File: config.mk
export PLATFORM = sky130hd
export DESIGN_NAME = cell_sweeper
export DESIGN_NICKNAME = d
export VERILOG_FILES = /design/src/rtl/cell_sweeper_pkg.sv /design/src/rtl/cell_sweeper_misr.sv /design/src/rtl/cell_sweeper.sv
export SDC_FILE = /design/constraint.sdc
export NUM_CORES = 1
export LEC_CHECK = 0
export ABC_AREA = 1
export ABC_CLOCK_PERIOD_IN_PS = 2500
export CELL_PAD_IN_SITES_DETAIL_PLACEMENT = 1
export CELL_PAD_IN_SITES_GLOBAL_PLACEMENT = 1
export CORE_MARGIN = 1
export CORE_UTILIZATION = 25
export DETAILED_ROUTE_END_ITERATION = 10
export DONT_BUFFER_PORTS = 1
export GPL_ROUTABILITY_DRIVEN = 1
export PLACE_DENSITY = 0.53
export REMOVE_ABC_BUFFERS = 1
export SLEW_MARGIN = 30
export SYNTH_ARGS = -nofsm -noshare
export SYNTH_HDL_FRONTEND = slang
export SYNTH_SLANG_ARGS = --single-unit
File: constraint.sdc
create_clock -name clk -period 2.5 [get_ports clk]
set_input_delay 0.125 -clock clk [delete_from_list [all_inputs] [get_ports clk]]
set_output_delay 0.125 -clock clk [all_outputs]
set_load 0.02 [all_outputs]
File: src/rtl/cell_sweeper_pkg.sv
// Shared types and constants for the cell sweeper.
// Latency: n/a (declarations only).
// Backpressure: n/a.
package cell_sweeper_pkg;

    typedef enum logic {
        ST_IDLE = 1'b0,
        ST_RUN  = 1'b1
    } state_t;

    localparam logic [7:0] MISR_POLY   = 8'h1D;
    localparam logic [7:0] MISR_SEED   = 8'h00;
    localparam int         NUM_VECTORS = 8;

    // One MISR compression step: shift left, fold the feedback polynomial
    // back in when the MSB falls off, then mix in the sampled response.
    function automatic logic [7:0] misr_step(input logic [7:0] m, input logic [7:0] din);
        return {m[6:0], 1'b0} ^ (m[7] ? MISR_POLY : 8'h00) ^ din;
    endfunction

endpackage

File: src/rtl/cell_sweeper_misr.sv
// 8-bit MISR compacting cell responses; seed has priority over enable.
// Latency: q reflects a seed/step one clock after it is requested.
// Backpressure: none; en is a qualified sample strobe.
//
// Ports: clk, rst_n (sync, active-low), seed (load MISR_SEED),
//        en (compress din into q), din[7:0] response, q[7:0] MISR state.
module cell_sweeper_misr
    import cell_sweeper_pkg::*;
(
    input  logic       clk,
    input  logic       rst_n,
    input  logic       seed,
    input  logic       en,
    input  logic [7:0] din,
    output logic [7:0] q
);

    always_ff @(posedge clk) begin
        if (!rst_n) begin
            q <= 8'h00;
        end else if (seed) begin
            q <= MISR_SEED;
        end else if (en) begin
            q <= misr_step(q, din);
        end
    end

endmodule

File: src/rtl/cell_sweeper.sv
// Sweeps a 3-bit stimulus vector through a cell wrapper and compacts its response.
// Latency: busy rises 3 clocks after trigger is sampled high; a sweep is 8*2^div clocks.
// Backpressure: none; trigger edges while running are dropped, not queued.
//
// Ports: clk, rst_n (sync, active-low), mode (0 single / 1 continuous),
//        trigger (async switch), div[2:0] dwell exponent, response[7:0] from DUT;
//        source[2:0] stimulus, signature[7:0] last sweep MISR, busy, done pulse.
module cell_sweeper
    import cell_sweeper_pkg::*;
(
    input  logic       clk,
    input  logic       rst_n,
    input  logic       mode,
    input  logic       trigger,
    input  logic [2:0] div,
    input  logic [7:0] response,
    output logic [2:0] source,
    output logic [7:0] signature,
    output logic       busy,
    output logic       done
);

    localparam logic [2:0] LAST_VEC = 3'(NUM_VECTORS - 1);

    state_t      state_q, state_d;
    logic        sync1, sync2, sync2_d, edge_r;
    logic [1:0]  warm;
    logic [2:0]  dwell_exp;
    logic [6:0]  presc;
    logic        tick, sweep_end, start, seed;
    logic [7:0]  misr_q;

    // Synchroniser plus registered edge detector. The detector is held off
    // until the pipeline holds three genuine post-reset samples, so a switch
    // already high when reset lifts is not mistaken for a fresh press.
    always_ff @(posedge clk) begin
        if (!rst_n) begin
            sync1   <= 1'b0;
            sync2   <= 1'b0;
            sync2_d <= 1'b0;
            edge_r  <= 1'b0;
            warm    <= 2'd0;
        end else begin
            sync1   <= trigger;
            sync2   <= sync1;
            sync2_d <= sync2;
            edge_r  <= (warm == 2'd3) && sync2 && !sync2_d;
            if (warm != 2'd3) begin
                warm <= warm + 2'd1;
            end
        end
    end

    assign tick      = (state_q == ST_RUN) &&
                       (presc == 7'((8'd1 << dwell_exp) - 8'd1));
    assign sweep_end = tick && (source == LAST_VEC);
    // A continuous-mode sweep end re-arms exactly like a fresh start.
    assign seed      = start || (sweep_end && mode);

    always_comb begin
        state_d = state_q;
        start   = 1'b0;
        case (state_q)
            ST_IDLE: begin
                if (edge_r) begin
                    state_d = ST_RUN;
                    start   = 1'b1;
                end
            end
            ST_RUN: begin
                if (sweep_end && !mode) begin
                    state_d = ST_IDLE;
                end
            end
            default: state_d = ST_IDLE;
        endcase
    end

    always_ff @(posedge clk) begin
        if (!rst_n) begin
            state_q <= ST_IDLE;
        end else begin
            state_q <= state_d;
        end
    end

    // Prescaler, vector counter and result registers. source wraps 7->0 on
    // the final tick, which is also where it must sit after a single sweep.
    always_ff @(posedge clk) begin
        if (!rst_n) begin
            dwell_exp <= 3'd0;
            presc     <= 7'd0;
            source    <= 3'd0;
            signature <= 8'h00;
            done      <= 1'b0;
        end else begin
            done <= sweep_end;
            if (seed) begin
                dwell_exp <= div;
                presc     <= 7'd0;
                source    <= 3'd0;
            end else if (tick) begin
                presc  <= 7'd0;
                source <= source + 3'd1;
            end else if (state_q == ST_RUN) begin
                presc <= presc + 7'd1;
            end
            if (sweep_end) begin
                signature <= misr_step(misr_q, response);
            end
        end
    end

    assign busy = (state_q == ST_RUN);

    cell_sweeper_misr u_misr (
        .clk   (clk),
        .rst_n (rst_n),
        .seed  (seed),
        .en    (tick),
        .din   (response),
        .q     (misr_q)
    );

endmodule

==> results of run 1 <==
## sequential cells by signal, indices dropped and copies added, names as in the netlist
| register | flops |
|---|---|
| edge_r | 1 |
| signature | 8 |
| u_misr.q | 8 |
| source | 3 |
| busy | 1 |
| done | 1 |
| dwell_exp | 3 |
| sync1 | 1 |
| sync2_d | 1 |
| presc | 7 |
| warm | 2 |
| sync2 | 1 |
## worst min-delay path by stage
stage,start,to,cells past startpoint
final,response[0],signature[0]$_SDFFE_PN0N_,3
after CTS,response[7],signature[7]$_SDFFE_PN0N_,3
after detailed placement,rst_n,sync2$_SDFF_PN0_,2
after floorplan,rst_n,sync1$_SDFF_PN0_,2
after global placement,rst_n,sync1$_SDFF_PN0_,2
after global routing,response[7],signature[7]$_SDFFE_PN0N_,3
## per-stage QoR
step / hold WS, ns / total power [mW]
5_1_grt: 0.05317 / 1.335
3_3_place_gp: 0.2238 / 0.6632
3_5_place_dp: 0.2321 / 0.6639
6_report: 0.06021 / 1.280
2_1_floorplan: 0.2185 / 0.6510
4_1_cts: 0.04996 / 1.298
## layout make-up
class / count / share of cell area, %
well taps: 77 / 5.016
clock buffers: 5 / 3.583
repair buffers: 7 / 3.388
multi-input cells: 157 / 42.15
flip-flops and latches: 37 / 38.57
clock inverters: 3 / 3.388
inverters: 20 / 3.909
## synthesized netlist by cell type, types with 3 or more instances
master                     n
sky130_fd_sc_hd__nand2_1  55
sky130_fd_sc_hd__dfxtp_1  37
sky130_fd_sc_hd__nand3_1  21
sky130_fd_sc_hd__nor2_1   21
sky130_fd_sc_hd__inv_1    20
sky130_fd_sc_hd__a21oi_1  19
sky130_fd_sc_hd__xnor2_1   8
sky130_fd_sc_hd__xor2_1    8
sky130_fd_sc_hd__o21ai_0   5
sky130_fd_sc_hd__ha_1      4
sky130_fd_sc_hd__buf_2     3
sky130_fd_sc_hd__nand4_1   3
sky130_fd_sc_hd__or2_0     3
## layer usage
layer | global-route usage [%] | vias up | wire, µm
met3 | 3.759 | 2 | 178
met4 | 4.622 | 0 | 29
met2 | 20.47 | 21 | 1930
met5 | 0 | - | 0
li1 | - | 715 | -
met1 | 17.05 | 649 | 1963
## cells in the final DEF, fill, tap and decap left out
| cell | n |
|---|---|
| sky130_fd_sc_hd__a21oi_1 | 19 |
| sky130_fd_sc_hd__buf_4 | 2 |
| sky130_fd_sc_hd__bufinv_16 | 2 |
| sky130_fd_sc_hd__clkbuf_8 | 5 |
| sky130_fd_sc_hd__clkinv_2 | 1 |
| sky130_fd_sc_hd__dfxtp_1 | 37 |
| sky130_fd_sc_hd__dlygate4sd3_1 | 5 |
| sky130_fd_sc_hd__ha_1 | 4 |
| sky130_fd_sc_hd__inv_1 | 20 |
| sky130_fd_sc_hd__nand2_1 | 55 |
| sky130_fd_sc_hd__nand2_2 | 2 |
| sky130_fd_sc_hd__nand3_1 | 21 |
| sky130_fd_sc_hd__nand4_1 | 3 |
| sky130_fd_sc_hd__nand4_2 | 1 |
| sky130_fd_sc_hd__nor2_1 | 21 |
| sky130_fd_sc_hd__nor2_4 | 1 |
| sky130_fd_sc_hd__nor3_1 | 2 |
| sky130_fd_sc_hd__o21a_1 | 2 |
| sky130_fd_sc_hd__o21ai_0 | 5 |
| sky130_fd_sc_hd__o21ai_1 | 2 |
| sky130_fd_sc_hd__or2_0 | 3 |
| sky130_fd_sc_hd__xnor2_1 | 8 |
| sky130_fd_sc_hd__xor2_1 | 8 |
## logic make-up (layout without fill, tap and decap cells)
kind of cell / count (synthesis) / in the layout / synth area share (%)
AND/OR/NAND/NOR: 109 / 109 / 28.45
flip-flops: 37 / 37 / 44.44
AO/OA/AOI/OAI: 28 / 28 / 8.708
buffers and inverters: 27 / 35 / 6.982
XOR/XNOR: 16 / 16 / 8.409
adder cells (fa/ha/maj): 4 / 4 / 3.003
## critical path, delay by kind of cell (launching register included)
kind | cells | cell delay [ns]
AOI/OAI and AO/OA | 1 | 0.08
buffers and inverters | 1 | 0.06
and+or+nand+nor | 8 | 1.53
DFF | 1 | 0.35
## power groups by stage
stage / Combinational [mW] / Sequential [mW] / Clock (mW)
2_1_floorplan: 0.0333 / 0.618 / 0
3_3_place_gp: 0.0445 / 0.619 / 0
3_5_place_dp: 0.0450 / 0.619 / 0
4_1_cts: 0.0541 / 0.605 / 0.639
5_1_grt: 0.0614 / 0.606 / 0.668
6_report: 0.0528 / 0.605 / 0.622
==> reports/qor.yml, run 1 <==
outcome:
  run_status: "complete, no violations"
global_routing:
  vias_in_the_first_global_route: 1443
  antenna_found_initial: 0
  grt.overflow.total: 0
  grt.total_usage_pct: 13.06
  grt_max_degree: 16
  grt_pass1_wl_mm: 7.258
placement:
  port_buffers: 0
  hpwl_mm: 2.974
  numPlacedInstances: 293
  dp_slack_ns: 0.3576
  routabilityCongestion: 0.7145
  post_dp_cell_area_um2: 1737
setup_path:
  crit_type: "reg2reg"
  cp-startpoint: "dwell_exp[1]$_SDFFE_PN0P_"
  regToRegStartpoint: "dwell_exp[1]$_SDFFE_PN0P_"
  cp.required_ns: 2.65
  setup.worst_path.start_class: "flip-flop"
  crit_path_max_fanout: 12
  setup.worst_path.end_class: "flip-flop"
  crit-reg2reg-capture: "u_misr.q[5]$_SDFFE_PP0P_"
  register_to_register_path_depth: 10
  setup.reg_to_reg.worst_slack_ns: 0.34
  cp_slowest_cell: "sky130_fd_sc_hd__nand3_1"
  crit_top_cell: "sky130_fd_sc_hd__nand2_1"
  crit_arrival_ns: 2.31
  critical_path.endpoint: "u_misr.q[5]$_SDFFE_PP0P_"
  cp_cell_sequence: "nor2_1 > nand2_1 > nand2_1 > nand2_1 > inv_1 > nand2_1 > nor2_4 > nand4_2 > nand3_1 > a21oi_1"
  delay_of_the_slowest_critical_path_stage_ns: 0.49
synthesis:
  synth_warn: 0
  synth-seq-area-share_pct: 44.44
  syn_area_um2: 1667
  synth_top_area_share_pct: 44.44
  synth.distinct_cells: 22
  synth_async_sr_flop_share_pct: 0
  synth_top_area_cell: "sky130_fd_sc_hd__dfxtp_1"
  syn_avg_cell_area_um2: 7.541
  synthesis.instances: 221
  number_of_synthesized_flops_with_an_enable_pin: 0
  synth.area.top_cells: "sky130_fd_sc_hd__dfxtp_1, sky130_fd_sc_hd__nand2_1, sky130_fd_sc_hd__nand3_1"
  register_bit_count_reported_by_yosys: 37
  yosys_most_used_dff: "sky130_fd_sc_hd__dfxtp_1"
timing:
  final.setup.worst_slack_ns: 0.3405
  finalSetupViolations: 0
  timing_hold_violations_final: 0
  skew_ns: 0.005513
  finalSetupTns_ns: 0
  fmax_mhz: 463.1
  slew-limit-headroom_pct: 63.29
  timing.final.crit_share_pct: 86.38
  worst-slew-pin-transition_ns: 0.5491
  slew_violations: 0
  rsz_0062_raised_after_global_routing: "no"
  finalWorstPathRequiredPeriod_ns: 2.160
layout:
  multi_input_comb_area_um2: 809.5
  final_instance_area_um2: 1921
  areaGrowthSynthToFinish_pct: 15.24
  num_antenna_cells: 0
  share_of_cells_above_drive_strength_1_pct: 6.114
  n_fill_cell: 798
  nNetsFinal: 247
  final_util_pct: 30.07
  final-instance-count-excl-fill: 306
  regArea_um2: 740.7
clock_tree:
  ctsHtreeMaxLevel: 2
  cts.sinks: 37
  cts_root_buffer: "sky130_fd_sc_hd__clkbuf_8"
  clk_path_buf_depth: 2
  total_cts_buffers: 5
  cts_hold_buf: 5
  clk_transition_reported_paths_ns: 0.08
  insertion_delay_ns: 0.29
  cts_resized: 0
  cts_setup_buffers: 0
  cts_tree: "done"
floorplan:
  die-width_um: 83.65
  floorplan.io_pins: 28
  die_area_um2: 6996
  start_util_pct: 26.10
  row_count: 29
  core-area_um2: 6386
  chipHeight_um: 83.65
pwr:
  p_int_mw: 1.016
  total_leakage_power_nw: 0.7836
  ir_drop_mv: 0.3053
  clockPowerShare_pct: 48.6
  share_seq_of_total_power_pct: 47.2
  power.share.switching_pct: 20.62
  net_switching_power_figure_uw: 264.0
  comb_power_share_pct: 4.1
  power.density_nw_per_um2: 666.5
routing:
  routed_wl_mm: 4.102
  num_vias: 1387
  detailedRoute.firstIterationViolations: 96
  firstDrtPassIters: 4
  drt-wirelength-per-cell_um: 13.41
  detail-route-antenna-nets: 0
  drc: 0
  route.detailed.vias_per_inst: 4.533
worst_hold_path:
  holdCritPathClass: "in2reg"
flow_run:
  max_cap_violations: 0
No activity file was read; power rests on OpenSTA's default activity.
==> run 2: changes to the inputs <==
- CORE_MARGIN: 1 -> 2
- GPL_TIMING_DRIVEN: not set -> 0
==> run 2 against run 1 <==
Flip-flop and latch count is the same. Total power decreased by 17%. First-iteration DRC count down 71%. Sequential share of layout area up 1.3 points. Hold slack got worse by 0.055 ns. Routed wire length shrank 2.9%. Critical path type unchanged.
==> reports/qor.yml, run 2 (synthesis gave the netlist of run 1 again) <==
routing:
  firstDrtPassIters: 4  # unchanged
  drt-wirelength-per-cell_um: 13.14  # -2.0%
  detail-route-antenna-nets: 0  # unchanged
  detailedRoute.firstIterationViolations: 28  # -71%
  drc: 0  # unchanged
  num_vias: 1365  # -1.6%
  route.detailed.vias_per_inst: 4.505  # -0.61%
  routed_wl_mm: 3.981  # -2.9%
floorplan:
  core-area_um2: 6386  # unchanged
  start_util_pct: 26.10  # unchanged
  die-width_um: 85.65  # +2.4%
  die_area_um2: 7335  # +4.8%
  chipHeight_um: 85.65  # +2.4%
  floorplan.io_pins: 28  # unchanged
  row_count: 29  # unchanged
timing:
  rsz_0062_raised_after_global_routing: "no"
  worst-slew-pin-transition_ns: 0.5839  # +0.03478 ns
  final.setup.worst_slack_ns: 0.3496  # +0.009117 ns
  finalSetupTns_ns: 0  # unchanged
  finalWorstPathRequiredPeriod_ns: 2.150  # -0.009117 ns
  skew_ns: 0.01064  # +0.005126 ns
  timing.final.crit_share_pct: 86.02  # -0.36 points
  timing_hold_violations_final: 0  # unchanged
  fmax_mhz: 465.0  # +0.42%
  slew-limit-headroom_pct: 61.03  # -2.3 points
  finalSetupViolations: 0  # unchanged
  slew_violations: 0  # unchanged
clock_tree:
  clk_transition_reported_paths_ns: 0.08  # about the same
  cts_root_buffer: "sky130_fd_sc_hd__clkbuf_8"
  ctsHtreeMaxLevel: 2  # unchanged
  cts_tree: "done"
  total_cts_buffers: 5  # unchanged
  clk_path_buf_depth: 2  # unchanged
  cts_setup_buffers: 0  # unchanged
  insertion_delay_ns: 0.29  # about the same
  cts.sinks: 37  # unchanged
layout:
  share_of_cells_above_drive_strength_1_pct: 6.195  # +0.081 points
  commonest_non_fill_non_tap_cell_in_the_layout: "sky130_fd_sc_hd__nand2_1"
  areaGrowthSynthToFinish_pct: 11.41
  nNetsFinal: 244  # -1.2%
  final-instance-count-excl-fill: 303  # -0.98%
  n_fill_cell: 789  # -1.1%
  top_regs: "signature (8), u_misr.q (8), presc (7)"
  num_antenna_cells: 0  # unchanged
  final_cell_mix: "sky130_fd_sc_hd__nand2_1, sky130_fd_sc_hd__dfxtp_1, sky130_fd_sc_hd__inv_1, sky130_fd_sc_hd__nor2_1"
placement:
  numPlacedInstances: 291  # -0.68%
  hpwl_mm: 2.868  # -3.6%
  routabilityCongestion: 0.7130  # -0.21%
  port_buffers: 0  # unchanged
  dp_slack_ns: -0.1962  # -0.5538 ns
global_routing:
  grt.total_usage_pct: 11.81  # -1.2 points
  grt_max_degree: 16  # unchanged
  antenna_found_initial: 0  # unchanged
  grt.overflow.total: 0  # unchanged
  vias_in_the_first_global_route: 1479  # +2.5%
  grt_pass1_wl_mm: 6.768  # -6.8%
pwr:
  clockPowerShare_pct: 38.4  # -10 points
  comb_power_share_pct: 4.7  # +0.6 points
  power.share.switching_pct: 23.67  # +3.0 points
  total_leakage_power_nw: 0.7499  # -4.3%
  share_seq_of_total_power_pct: 56.9  # +9.7 points
  power.density_nw_per_um2: 572.9  # -14%
  p_int_uw: 812.0  # -20%
  ir_drop_mv: 0.3329  # +9.0%
  net_switching_power_figure_uw: 251.8  # -4.6%
setup_path:
  register_to_register_path_depth: 7  # -3
  crit_path_max_fanout: 15  # +3
  cp.required_ns: 2.67  # +0.02 ns
  critical_path.endpoint: "presc[2]$_SDFFE_PP0P_"
  setup.worst_path.start_class: "flip-flop"
  crit-reg2reg-capture: "presc[2]$_SDFFE_PP0P_"
  cp-startpoint: "dwell_exp[2]$_SDFFE_PN0P_"
  setup.worst_path.end_class: "flip-flop"
  regToRegStartpoint: "dwell_exp[2]$_SDFFE_PN0P_"
  setup.reg_to_reg.worst_slack_ns: 0.35  # about the same
  crit_arrival_ns: 2.32  # about the same
  crit_type: "reg2reg"
outcome:
  run_status: "complete, no violations"
worst_hold_path:
  hold_path.startpoint: "div[2]"
  holdCritPathClass: "in2reg"
flow_run:
  max_cap_violations: 0  # unchanged
[run 2: layer usage]
metal  vias up  part of all wire, %  GRT usage (%)
met1       625                   48          14.50
li1        713                    -              -
met2        23                   47          19.67
met5         -                    0              0
met4         0                  1.0          3.896
met3         4                  4.3          3.657
[run 2: final cells by class]
type                    count  area [µm²]  area share (%)
clock buffers               6       72.57           3.908
clock inverters             2       10.01          0.5391
inverters                  20       75.07           4.043
multi-input cells         157       822.0           44.27
flip-flops and latches     37       740.7           39.89
well taps                  77       96.34           5.189
repair buffers              4       40.04           2.156
[run 2: critical path, cell delays in order (launching register included)]
cell and delay (ns):
sky130_fd_sc_hd__dfxtp_1 0.46, sky130_fd_sc_hd__nor2_1 0.11, sky130_fd_sc_hd__o21ai_1 0.16, sky130_fd_sc_hd__nand2_1 0.08, sky130_fd_sc_hd__nor2_2 0.45, sky130_fd_sc_hd__nand2_2 0.33, sky130_fd_sc_hd__nand4_1 0.37, sky130_fd_sc_hd__nor2_1 0.07
[run 2: worst min path at each step]
stage          slack, ns  cells past startpoint                         to
6_report           0.006                      2  dwell_exp[2]$_SDFFE_PN0P_
5_1_grt             0.01                      2  dwell_exp[2]$_SDFFE_PN0P_
4_1_cts           0.0002                      2  dwell_exp[2]$_SDFFE_PN0P_
3_5_place_dp        0.23                      2           sync1$_SDFF_PN0_
3_3_place_gp        0.22                      2           sync1$_SDFF_PN0_
2_1_floorplan       0.22                      2           sync1$_SDFF_PN0_
[run 2: power by group through the flow]
stage                     Combinational, mW  Sequential [mW]  Clock (mW)
after floorplan                      0.0333            0.618           0
after global placement               0.0422            0.619           0
after detailed placement             0.0431            0.619           0
after CTS                            0.0514            0.606       0.427
after global routing                 0.0588            0.607       0.455
final                                0.0496            0.606       0.409
[run 2: metrics by stage]
step | area, µm² | hold WS (ns) | util, % | power [mW]
3_5_place_dp | 1722 | 0.2270 | 26.96 | 0.6623
6_report | 1857 | 0.005556 | 29.08 | 1.064
4_1_cts | 1847 | 0.0001757 | 28.92 | 1.084
3_3_place_gp | 1722 | 0.2222 | 26.96 | 0.6611
2_1_floorplan | 1625 | 0.2185 | - | 0.6510
5_1_grt | 1857 | 0.01076 | 29.08 | 1.121
[run 2: timing repair]
item	CTS	global route
gates resized for setup	1	2
endpoints found under the hold margin	12	0
setup endpoints to repair	20	5
pin swaps	0	0
hold buffers	4	0
